## src/rtl/demosaic_window_ctrl_pkg.sv

```systemverilog
// Shared types and constants for the demosaic window sequencer.
package demosaic_window_ctrl_pkg;

  typedef enum logic [1:0] {
    ST_IDLE  = 2'd0,
    ST_FILL  = 2'd1,
    ST_RUN   = 2'd2,
    ST_FLUSH = 2'd3
  } state_t;

  // CFA phase of pixel (0,0)
  localparam logic [1:0] CFA_RGGB = 2'b00;
  localparam logic [1:0] CFA_GRBG = 2'b01;
  localparam logic [1:0] CFA_GBRG = 2'b10;
  localparam logic [1:0] CFA_BGGR = 2'b11;

  localparam int PIX_W = 10;

  // CFA phase of a pixel from the parity of its coordinates
  function automatic logic [1:0] cfa_phase(input logic row_lsb, input logic col_lsb,
                                           input logic [1:0] pat);
    return {row_lsb, col_lsb} ^ pat;
  endfunction

endpackage

```

## src/rtl/demosaic_window_ctrl_if.sv

```systemverilog
// Stream handshake plus window-datapath control bundle of the sequencer.
interface demosaic_window_ctrl_if #(
  parameter int CW = 10,
  parameter int RW = 9
);
  logic          in_valid;
  logic          in_ready;
  logic          out_ready;
  logic          out_valid;
  logic          shift_en;
  logic [CW-1:0] lb_addr;
  logic          lb_wr_en;
  logic          pad;
  logic [RW-1:0] win_row;
  logic [CW-1:0] win_col;
  logic [3:0]    edge_tblr;
  logic [1:0]    bayer_phase;

  // Sequencer side
  modport master (
    input  in_valid, out_ready,
    output in_ready, out_valid, shift_en, lb_addr, lb_wr_en, pad,
           win_row, win_col, edge_tblr, bayer_phase
  );

  // Stream source / window consumer side
  modport slave (
    output in_valid, out_ready,
    input  in_ready, out_valid, shift_en, lb_addr, lb_wr_en, pad,
           win_row, win_col, edge_tblr, bayer_phase
  );
endinterface

```

## src/rtl/demosaic_window_ctrl_pos_counter.sv

```systemverilog
// Raster position counter: column wraps into row, row saturates at the last line.
module demosaic_window_ctrl_pos_counter #(
  parameter int W  = 640,
  parameter int H  = 480,
  parameter int CW = $clog2(W),
  parameter int RW = $clog2(H)
) (
  input  logic          clk,
  input  logic          rst,
  input  logic          clr,
  input  logic          inc,
  output logic [CW-1:0] col,
  output logic [RW-1:0] row,
  output logic          last_col,
  output logic          last_pix
);

  assign last_col = (col == CW'(W - 1));
  assign last_pix = last_col & (row == RW'(H - 1));

  // Advance one pixel in raster order; no wrap past the end of the frame
  // NOTE: state registers use non-blocking assignments so every flop samples pre-edge values.
  always_ff @(posedge clk) begin
    if (rst || clr) begin
      col <= '0;
      row <= '0;
    end else if (inc) begin
      if (last_col) begin
        col <= '0;
        if (row != RW'(H - 1)) row <= row + RW'(1);
      end else begin
        col <= col + CW'(1);
      end
    end
  end

endmodule

```

## src/rtl/demosaic_window_ctrl.sv

```systemverilog
// Demosaic 3x3 window sequencer: FSM, handshakes and the window output register stage.
module demosaic_window_ctrl
  import demosaic_window_ctrl_pkg::*;
#(
  parameter int         IMG_W     = 640,
  parameter int         IMG_H     = 480,
  parameter int         CW        = $clog2(IMG_W),
  parameter int         RW        = $clog2(IMG_H),
  parameter logic [1:0] BAYER_PAT = CFA_RGGB
) (
  input  logic                   clk,
  input  logic                   rst,
  input  logic                   start,
  output logic                   busy,
  output logic                   frame_done,
  demosaic_window_ctrl_if.master bus
);

  state_t        state, state_nxt;
  logic          in_ready, shift_en, pad;
  logic          in_fire, can_present, emit, frame_start, last_accept;
  logic          out_valid_q, last_emitted_q, frame_done_q;
  logic [RW-1:0] win_row_q;
  logic [CW-1:0] win_col_q;
  logic [CW-1:0] in_col, out_col;
  logic [RW-1:0] in_row, out_row;
  logic          in_last_pix, out_last_pix;
  logic          in_last_col_unused, out_last_col_unused;

  assign in_fire     = bus.in_valid & in_ready;
  assign can_present = ~out_valid_q | bus.out_ready;
  assign frame_start = (state == ST_IDLE) & start;
  // Once the fill is done every shift completes the window of the next centre
  assign emit        = shift_en & ((state == ST_RUN) | (state == ST_FLUSH));
  assign last_accept = (state == ST_FLUSH) & last_emitted_q & out_valid_q & bus.out_ready;

  // Input position; during the flush it keeps stepping as the pad column counter
  demosaic_window_ctrl_pos_counter #(.W(IMG_W), .H(IMG_H), .CW(CW), .RW(RW)) u_in_pos (
    .clk(clk), .rst(rst), .clr(frame_start), .inc(shift_en),
    .col(in_col), .row(in_row), .last_col(in_last_col_unused), .last_pix(in_last_pix)
  );

  // Centre position of the next window to be emitted
  demosaic_window_ctrl_pos_counter #(.W(IMG_W), .H(IMG_H), .CW(CW), .RW(RW)) u_out_pos (
    .clk(clk), .rst(rst), .clr(frame_start), .inc(emit),
    .col(out_col), .row(out_row), .last_col(out_last_col_unused), .last_pix(out_last_pix)
  );

  // State register
  always_ff @(posedge clk) begin
    if (rst) state <= ST_IDLE;
    else     state <= state_nxt;
  end

  // Next-state logic: fill W+1 pixels, run to the last input, flush to the last window
  // NOTE: every combinational output gets a default first so no latch is inferred.
  always_comb begin
    state_nxt = state;
    case (state)
      ST_IDLE:  if (start) state_nxt = ST_FILL;
      ST_FILL:  if (in_fire && in_row == RW'(1) && in_col == '0) state_nxt = ST_RUN;
      ST_RUN:   if (in_fire && in_last_pix) state_nxt = ST_FLUSH;
      ST_FLUSH: if (last_accept) state_nxt = ST_IDLE;
      default:  state_nxt = ST_IDLE;
    endcase
  end

  // Per-state handshake and shift control
  always_comb begin
    in_ready = 1'b0;
    shift_en = 1'b0;
    pad      = 1'b0;
    case (state)
      ST_FILL: begin
        in_ready = 1'b1;
        shift_en = bus.in_valid;
      end
      ST_RUN: begin
        in_ready = can_present;
        shift_en = bus.in_valid & can_present;
      end
      ST_FLUSH: begin
        shift_en = ~last_emitted_q & can_present;
        pad      = shift_en;
      end
      default: ;
    endcase
  end

  // Window output register: load tags on emit, hold until accepted
  always_ff @(posedge clk) begin
    if (rst) begin
      out_valid_q <= 1'b0;
      win_row_q   <= '0;
      win_col_q   <= '0;
    end else if (emit) begin
      out_valid_q <= 1'b1;
      win_row_q   <= out_row;
      win_col_q   <= out_col;
    end else if (bus.out_ready) begin
      out_valid_q <= 1'b0;
    end
  end

  // Frame bookkeeping: stop padding after the last centre, pulse done after its acceptance
  always_ff @(posedge clk) begin
    if (rst) begin
      last_emitted_q <= 1'b0;
      frame_done_q   <= 1'b0;
    end else begin
      if (frame_start)               last_emitted_q <= 1'b0;
      else if (emit && out_last_pix) last_emitted_q <= 1'b1;
      frame_done_q <= last_accept;
    end
  end

  assign busy            = (state != ST_IDLE);
  assign frame_done      = frame_done_q;
  assign bus.in_ready    = in_ready;
  assign bus.shift_en    = shift_en;
  assign bus.pad         = pad;
  assign bus.lb_wr_en    = shift_en & ~pad;
  assign bus.lb_addr     = in_col;
  assign bus.out_valid   = out_valid_q;
  assign bus.win_row     = win_row_q;
  assign bus.win_col     = win_col_q;
  // Tag-derived flags are only driven while a window is presented
  assign bus.edge_tblr   = out_valid_q ? {win_row_q == '0, win_row_q == RW'(IMG_H - 1),
                                          win_col_q == '0, win_col_q == CW'(IMG_W - 1)} : 4'b0000;
  assign bus.bayer_phase = out_valid_q ? cfa_phase(win_row_q[0], win_col_q[0], BAYER_PAT) : 2'b00;

endmodule

```

## src/flat_wrapper.sv

```systemverilog
// flat-port wrapper written by rule: the top's interface ports become plain ports
module demosaic_window_ctrl_flat import demosaic_window_ctrl_pkg::*;
#(
  parameter int         IMG_W     = 640,
  parameter int         IMG_H     = 480,
  parameter int         CW        = $clog2(IMG_W),
  parameter int         RW        = $clog2(IMG_H),
  parameter logic [1:0] BAYER_PAT = CFA_RGGB
)
  (clk, rst, start, busy, frame_done, bus_in_valid, bus_out_ready, bus_in_ready, bus_out_valid, bus_shift_en, bus_lb_addr, bus_lb_wr_en, bus_pad, bus_win_row, bus_win_col, bus_edge_tblr, bus_bayer_phase);
  demosaic_window_ctrl_if #(.CW(CW), .RW(RW)) bus_i ();
  input  logic clk;
  input  logic rst;
  input  logic start;
  output logic busy;
  output logic frame_done;
  input wire logic [$bits(bus_i.in_valid)-1:0] bus_in_valid;
  input wire logic [$bits(bus_i.out_ready)-1:0] bus_out_ready;
  output wire logic [$bits(bus_i.in_ready)-1:0] bus_in_ready;
  output wire logic [$bits(bus_i.out_valid)-1:0] bus_out_valid;
  output wire logic [$bits(bus_i.shift_en)-1:0] bus_shift_en;
  output wire logic [$bits(bus_i.lb_addr)-1:0] bus_lb_addr;
  output wire logic [$bits(bus_i.lb_wr_en)-1:0] bus_lb_wr_en;
  output wire logic [$bits(bus_i.pad)-1:0] bus_pad;
  output wire logic [$bits(bus_i.win_row)-1:0] bus_win_row;
  output wire logic [$bits(bus_i.win_col)-1:0] bus_win_col;
  output wire logic [$bits(bus_i.edge_tblr)-1:0] bus_edge_tblr;
  output wire logic [$bits(bus_i.bayer_phase)-1:0] bus_bayer_phase;
  assign bus_i.in_valid = bus_in_valid;
  assign bus_i.out_ready = bus_out_ready;
  assign bus_in_ready = bus_i.in_ready;
  assign bus_out_valid = bus_i.out_valid;
  assign bus_shift_en = bus_i.shift_en;
  assign bus_lb_addr = bus_i.lb_addr;
  assign bus_lb_wr_en = bus_i.lb_wr_en;
  assign bus_pad = bus_i.pad;
  assign bus_win_row = bus_i.win_row;
  assign bus_win_col = bus_i.win_col;
  assign bus_edge_tblr = bus_i.edge_tblr;
  assign bus_bayer_phase = bus_i.bayer_phase;
  demosaic_window_ctrl #(.IMG_W(IMG_W), .IMG_H(IMG_H), .CW(CW), .RW(RW), .BAYER_PAT(BAYER_PAT)) u_core (.clk(clk), .rst(rst), .start(start), .busy(busy), .frame_done(frame_done), .bus(bus_i));
endmodule
```

## config.mk

```make
export PLATFORM = sky130hd
export DESIGN_NAME = demosaic_window_ctrl_flat
export DESIGN_NICKNAME = d
export VERILOG_FILES = /design/src/rtl/demosaic_window_ctrl_pkg.sv /design/src/rtl/demosaic_window_ctrl_if.sv /design/src/rtl/demosaic_window_ctrl_pos_counter.sv /design/src/rtl/demosaic_window_ctrl.sv /design/src/flat_wrapper.sv
export SDC_FILE = /design/constraint.sdc
export NUM_CORES = 1
export LEC_CHECK = 0
export CAP_MARGIN = 30
export CORE_ASPECT_RATIO = 1.4
export CORE_MARGIN = 5
export CORE_UTILIZATION = 30
export DETAILED_ROUTE_END_ITERATION = 6
export PLACE_DENSITY = 0.62
export SLEW_MARGIN = 10
export SYNTH_ARGS = -nofsm -noshare
export SYNTH_HDL_FRONTEND = slang
export SYNTH_SLANG_ARGS = --single-unit
```

## constraint.sdc

```tcl
create_clock -name clk -period 3.3 [get_ports clk]
set_input_delay 0.99 -clock clk [delete_from_list [all_inputs] [get_ports clk]]
set_output_delay 0.99 -clock clk [all_outputs]
set_load 0.01 [all_outputs]
```

# After elaboration in Yosys (flattened, before gate mapping)
# Index checks and enable logic that the tools add are counted.
# Widths: inputs -> output; s select.
# word_totals
ff_bits	62
inputBits	5
output_inout_bits	42
elab_cells	75
# op_classes
addsub	4
eq_ne	16
n_mux	14
bitwise	16
n_reduce_logical	15
# ops
operator	n
$eq 10x10->1 const B	3
$eq 9x9->1 const B	3
$add 10x1->10 const B	2
$logic_not 10->1	2
$mux 10	2
$add 9x1->9 const B	2
$ne 9x9->1 const B	2
$and 1x1->1	11
$mux 2	5
$eq 9x1->1 const B	1
$logic_not 9->1	1
$pmux 2 s4	1
$reduce_and 3->1	2
$eq 2x2->1 const B	2
$logic_and 1x1->1	4
$mux 4	1
$ne 2x1->1 const B	2
$ne 2x2->1 const B	2
$reduce_and 4->1	1
$reduce_bool 2->1	2
$mux 1	3
$not 1->1	3
$pmux 1 s3	1
$eq 2x1->1 const B	1
other kinds (5)	6

# Depth between registers and ports, before layout
# depth
ltp_word	8
depth_mapped	9

# Modules after synthesis
# Synthesis repeated with hierarchy kept, for this count alone.
# hier_totals
hier_cells	359
hier_area_um2	3183.1
# by_module_without_submodules
module	instances	cells_each	area_each_um2	seq_area_each_um2
demosaic_window_ctrl_pos_counter	2	106	908.4	380.4
demosaic_window_ctrl	1	147	1366.3	480.5

# Worst setup path after synthesis
# No wires, ideal clock.
# synth_timing
path_kind	input -> output
start	in bus_out_ready
end	out bus_lb_wr_en
t_arrival_ps	2180
path_slack_ps	130
path_stages	6
path_buffers	2
cell_sequence	nand2b_1 nand3b_1 clkbuf_1 buf_2 inv_1 nor3_1
# synth_between
elab_chain_cells	5
elab_cells_between_ends	7
classes_between	2 x mux; 5 x bitwise
# synth_rtl
item	line_no	source
from (decl)	flat_wrapper.sv:18	input wire logic [$bits(bus_i.out_ready)-1:0] bus_out_ready;
$or 1x1->1	demosaic_window_ctrl.sv:31	assign can_present = ~out_valid_q | bus.out_ready;
$and 1x1->1	demosaic_window_ctrl.sv:83	shift_en = ~last_emitted_q & can_present;
$mux 1	demosaic_window_ctrl.sv:73	case (state)
named net bus_pad	flat_wrapper.sv:24	output wire logic [$bits(bus_i.pad)-1:0] bus_pad;
$not 1->1	demosaic_window_ctrl.sv:122	assign bus.lb_wr_en = shift_en & ~pad;
$and 1x1->1	demosaic_window_ctrl.sv:122	
to (decl)	flat_wrapper.sv:23	output wire logic [$bits(bus_i.lb_wr_en)-1:0] bus_lb_wr_en;
# The timed path passes the listed nets, and every way through them passes these cells.

# Worst setup path in the final report
# layout_timing
start	in bus_out_ready
end	out bus_in_ready
# layout_between
elab_chain_cells	2
# layout_rtl
item	line_no	source
$or 1x1->1	demosaic_window_ctrl.sv:31	
$pmux 1 s2	demosaic_window_ctrl.sv:73	
to (decl)	flat_wrapper.sv:19	output wire logic [$bits(bus_i.in_ready)-1:0] bus_in_ready;
# Every way passes these cells.

==> metrics.md <==
| Metric | Value |
|---|---|
| Initial core utilization | `30.8%` |
| Final number of hold-violating endpoints | `0` |
| Required time at the endpoint of the critical path | `2.31 ns` |
| Clk_lat worst skew | `0.33 ns` |
| Number of buffers created by CTS | `9` |
| GRT overflow | `0` |
| Worst reg-to-reg setup slack | `0.74 ns` |
| Run status | `finished, final reports clean` |
| Final period util | `97.7%` |
| Buffers from clock root to sink, at most | `2` |
| Fraction of registers with async set/reset | `0%` |
| Cts-stage hold buffer count | `0` |
| Synthesized instance count | `372` |
| Max-cap viol count | `0` |
| Die outline height | `around 130 um` |
| Number of max-slew violations in the final report | `0` |
| CP Max Fanout | `3` |
| Fraction of post-synthesis cell area in the top cell type by area | `between 40% and 50%` |
| Wirelength per Cell | `14.3 um` |
| Hold-critical path endpoint | `u_core.bus.win_col[8]` |
| First-pass GRT wire length | `around 14000 um` |
| Die X-Extent | `95.4 um` |
| Distinct cell type count of the synthesized netlist | `45` |
| Post-detailed-route DRC marker count | `0` |
| CTS H-tree depth | `3` |
| Leakage power total | `1.34 nW` |
| Final critical delay including setup and external delays | `3.22 ns` |
| Maximum vdd drop | `0.331 mV` |
| Critical path type | `primary input to output pin` |
| CTS tree | `yes` |
| Clk slew on worst S/H paths | `0.05 ns` |
| Detailed placer's ending HPWL | `5860 um` |
| Pin count of the biggest net entering global routing | `24` |
| Site Rows | `43` |
| Synth-to-layout area growth | `33.2%` |
| Antenna Violating Nets Remaining | `0` |
| Total Die Area | `12400 sq um` |
| Type of the most critical hold path | `flip-flop to flip-flop` |
| Global-route met3 utilization | `3.66%` |
| Total vias in the final route | `2945` |
| Area taken by multi-input logic gates | `roughly 1700 sq um` |
| Cell count of the worst hold path | `2` |
| Post-Synthesis Mean Instance Area | `between 8 and 9 sq um` |
| Iteration count of the initial detailed-routing pass | `4` |
| Critical path arrival | `~2.2 ns` |
| Final routed wirelength across all metal layers | `8150 um` |
| Synth warn | `0` |
| Vias per std cell | `just over 5` |
| Type of element capturing the critical path | `output pin` |
| Crit path launch type | `primary input` |
| Max Clock Freq | `0.310 GHz` |
| Part of the Yosys area used for sequential elements | `roughly 41%` |
| Unrepaired setup endpoints after global routing | `no` |
| Number of synthesized flops with an enable pin | `0` |
| Count of clock tree sinks | `between 60 and 70` |
| RD Place Congestion | `0.819` |
| Flop and latch count out of synthesis | `62` |
| Post-synthesis instance area | `3060 sq um` |
| Total power per unit cell area | `535 nW/um^2` |
| Final design area excluding fillers | `4080 sq um` |
| Most used DFF post-synth | `dfxtp_1` |
| Grt met2 use | `between 20% and 30%` |
| Cell chosen for the clock root | `clkbuf_16` |
| Top area cells in the synthesized netlist | `dfxtp_1, a21oi_1, nand2_1, ha_1, xnor2_1` |
| Final net count | `about 450` |
| Top Ports | `47` |
| Total core area | `9950 sq um` |
| Worst slew margin relative to its limit | `53.6%` |
| Worst reg2reg endpoint | `u_core.u_out_pos.row[5]` |
| Ant. Diodes | `0` |
| # fillers | `998` |
| Cell area after placement | `3750 sq um` |
| Worst Hold Launch | `u_core.bus.win_col[8]` |
| # port buffers | `46` |
| Worst Tran Pin Value | `roughly 0.68 ns` |
| Initial antenna violation count | `0` |
| Cell type with the largest total area after synthesis | `dfxtp_1` |
| Total setup violations reported at the end of the flow | `0` |
| Layout Skew | `0.00433 ns` |
| Worst R2R Path Depth | `6` |
| Number of global-route vias before repair | `roughly 2800` |
| Total global routing track utilization | `13.8%` |
| Met1 demand-to-capacity share in global routing | `16.1%` |
| Starting DRC count in detailed routing | `139` |
| Fraction of final layout cells with drive strength greater than 1 | `9.43%` |
| Final design utilization | `41.0%` |
| Reg-to-Reg Start | `u_core.state[0]` |
| Synth Net Count | `388` |
| Register cell area after layout | `1240 sq um` |
| Most Crowded Layer GR | `met2` |
sequential cells by signal, indices dropped and copies added, names as in the netlist:
| register | flops |
|---|---|
| u_core.bus.win_col | 10 |
| u_core.u_in_pos.col | 10 |
| u_core.u_out_pos.col | 10 |
| u_core.bus.win_row | 9 |
| u_core.u_in_pos.row | 9 |
| u_core.u_out_pos.row | 9 |
| u_core.state | 2 |
| u_core.bus.out_valid | 1 |
| u_core.frame_done | 1 |
| u_core.last_emitted_q | 1 |
cells in the mapped netlist, types with 2 or more instances:
cell type  number
a2111o_1        2
a2111oi_0       9
a211o_1         2
a211oi_1        8
a21oi_1        44
a31oi_1         2
and2_1          4
and3_1          3
and4_1          2
buf_1           2
buf_2           4
clkbuf_1       10
dfxtp_1        62
ha_1           11
inv_1          16
nand2_1        57
nand3_1        17
nand3b_1        3
nand4_1         9
nor2_1         22
nor2b_1         2
nor3_1          3
nor4_1          5
o211ai_1        3
o21ai_0         8
o31ai_1        11
or3_1           8
or4_1          14
xnor2_1        13
final cells by class:
type | instances | share of cell area, %
Inverter | 16 | 1.47
Tap cell | 135 | 4.14
Sequential cell | 62 | 30.4
Clock buffer | 11 | 5.95
Multi-Input combinational cell | 278 | 42.3
Timing Repair Buffer | 64 | 14.5
Clock inverter | 4 | 1.17
through the flow:
step           hold WS (ns)  power, mW  cells  setup WS, ns  setup TNS [ns]
2_1_floorplan         0.448       1.07    372         0.130               0
3_3_place_gp          0.459       1.25    554        -0.296          -0.946
3_5_place_dp          0.463       1.26    554        -0.321           -1.03
4_1_cts               0.470       2.19    570        -0.179          -0.179
5_1_grt               0.494       2.29    570        0.0201               0
6_report              0.465       2.18    570        0.0774               0
worst max-delay path, cell delays in order:
cell	delay [ns]
dlygate4sd2_1	0.25
nand2b_4	0.16
buf_4	0.15
a21oi_2	0.14
nor2b_1	0.06
clkdlybuf4s50_1	0.48
how the worst max path moves through the flow:
stage / cells after the start / end / startpoint
after floorplan: 6 / bus_lb_wr_en / bus_out_ready
after global placement: 5 / bus_shift_en / bus_out_ready
after detailed placement: 5 / bus_shift_en / bus_out_ready
after CTS: 5 / bus_shift_en / bus_in_valid
after global routing: 6 / bus_in_ready / bus_out_ready
final: 6 / bus_in_ready / bus_out_ready
cells in the final DEF, fill, tap and decap left out, types with 2 or more instances in the layout:
| cell | synthesis | routed |
|---|---|---|
| dfxtp_1 | 62 | 62 |
| nand2_1 | 57 | 57 |
| a21oi_1 | 44 | 42 |
| clkdlybuf4s50_1 | 0 | 42 |
| nor2_1 | 22 | 22 |
| buf_4 | 0 | 18 |
| nand3_1 | 17 | 17 |
| inv_1 | 16 | 16 |
| or4_1 | 14 | 14 |
| xnor2_1 | 13 | 13 |
| o31ai_1 | 11 | 11 |
| ha_1 | 11 | 11 |
| nand4_1 | 9 | 9 |
| a2111oi_0 | 9 | 9 |
| clkbuf_16 | 0 | 9 |
| or3_1 | 8 | 8 |
| o21ai_0 | 8 | 8 |
| a211oi_1 | 8 | 8 |
| nor4_1 | 5 | 5 |
| and2_1 | 4 | 4 |
| nand3b_1 | 3 | 3 |
| nor3_1 | 3 | 3 |
| o211ai_1 | 3 | 3 |
| and3_1 | 3 | 3 |
| a21oi_2 | 0 | 2 |
| nor2b_1 | 2 | 2 |
| a211o_1 | 2 | 2 |
| a2111o_1 | 2 | 2 |
| and4_1 | 2 | 2 |
| clkinv_2 | 0 | 2 |
power breakdown:
group          leakage [nW]  switching, mW  internal [mW]
clock                 0.141          0.323          0.597
sequential            0.500         0.0156          0.764
combinational         0.702          0.300          0.184
total                  1.34          0.639           1.55
kinds of logic after synthesis:
group	share of synthesized area, %
compound gates	20.1
simple gates	26.4
fa+ha+maj	4.49
xor+xnor	4.00
flops	40.5
buf+inv	4.09
mux	0.327
routing by layer:
layer  vias up  routed length (um)  share of wire (%)
li1       1489                   -                  -
met3        13                 416                5.1
met1      1383                3430                 42
met5         -                   0                  0
met2        60                4160                 51
met4         0                 146                1.8
repair_timing:
| item | 4_1_cts | 5_1_grt |
|---|---|---|
| resized for setup | 12 | 3 |
| endpoints found under the setup margin | 4 | 2 |
| pin swaps | 1 | 0 |
| buffers inserted | 1 | 0 |
(Power assumes the default switching activity.)
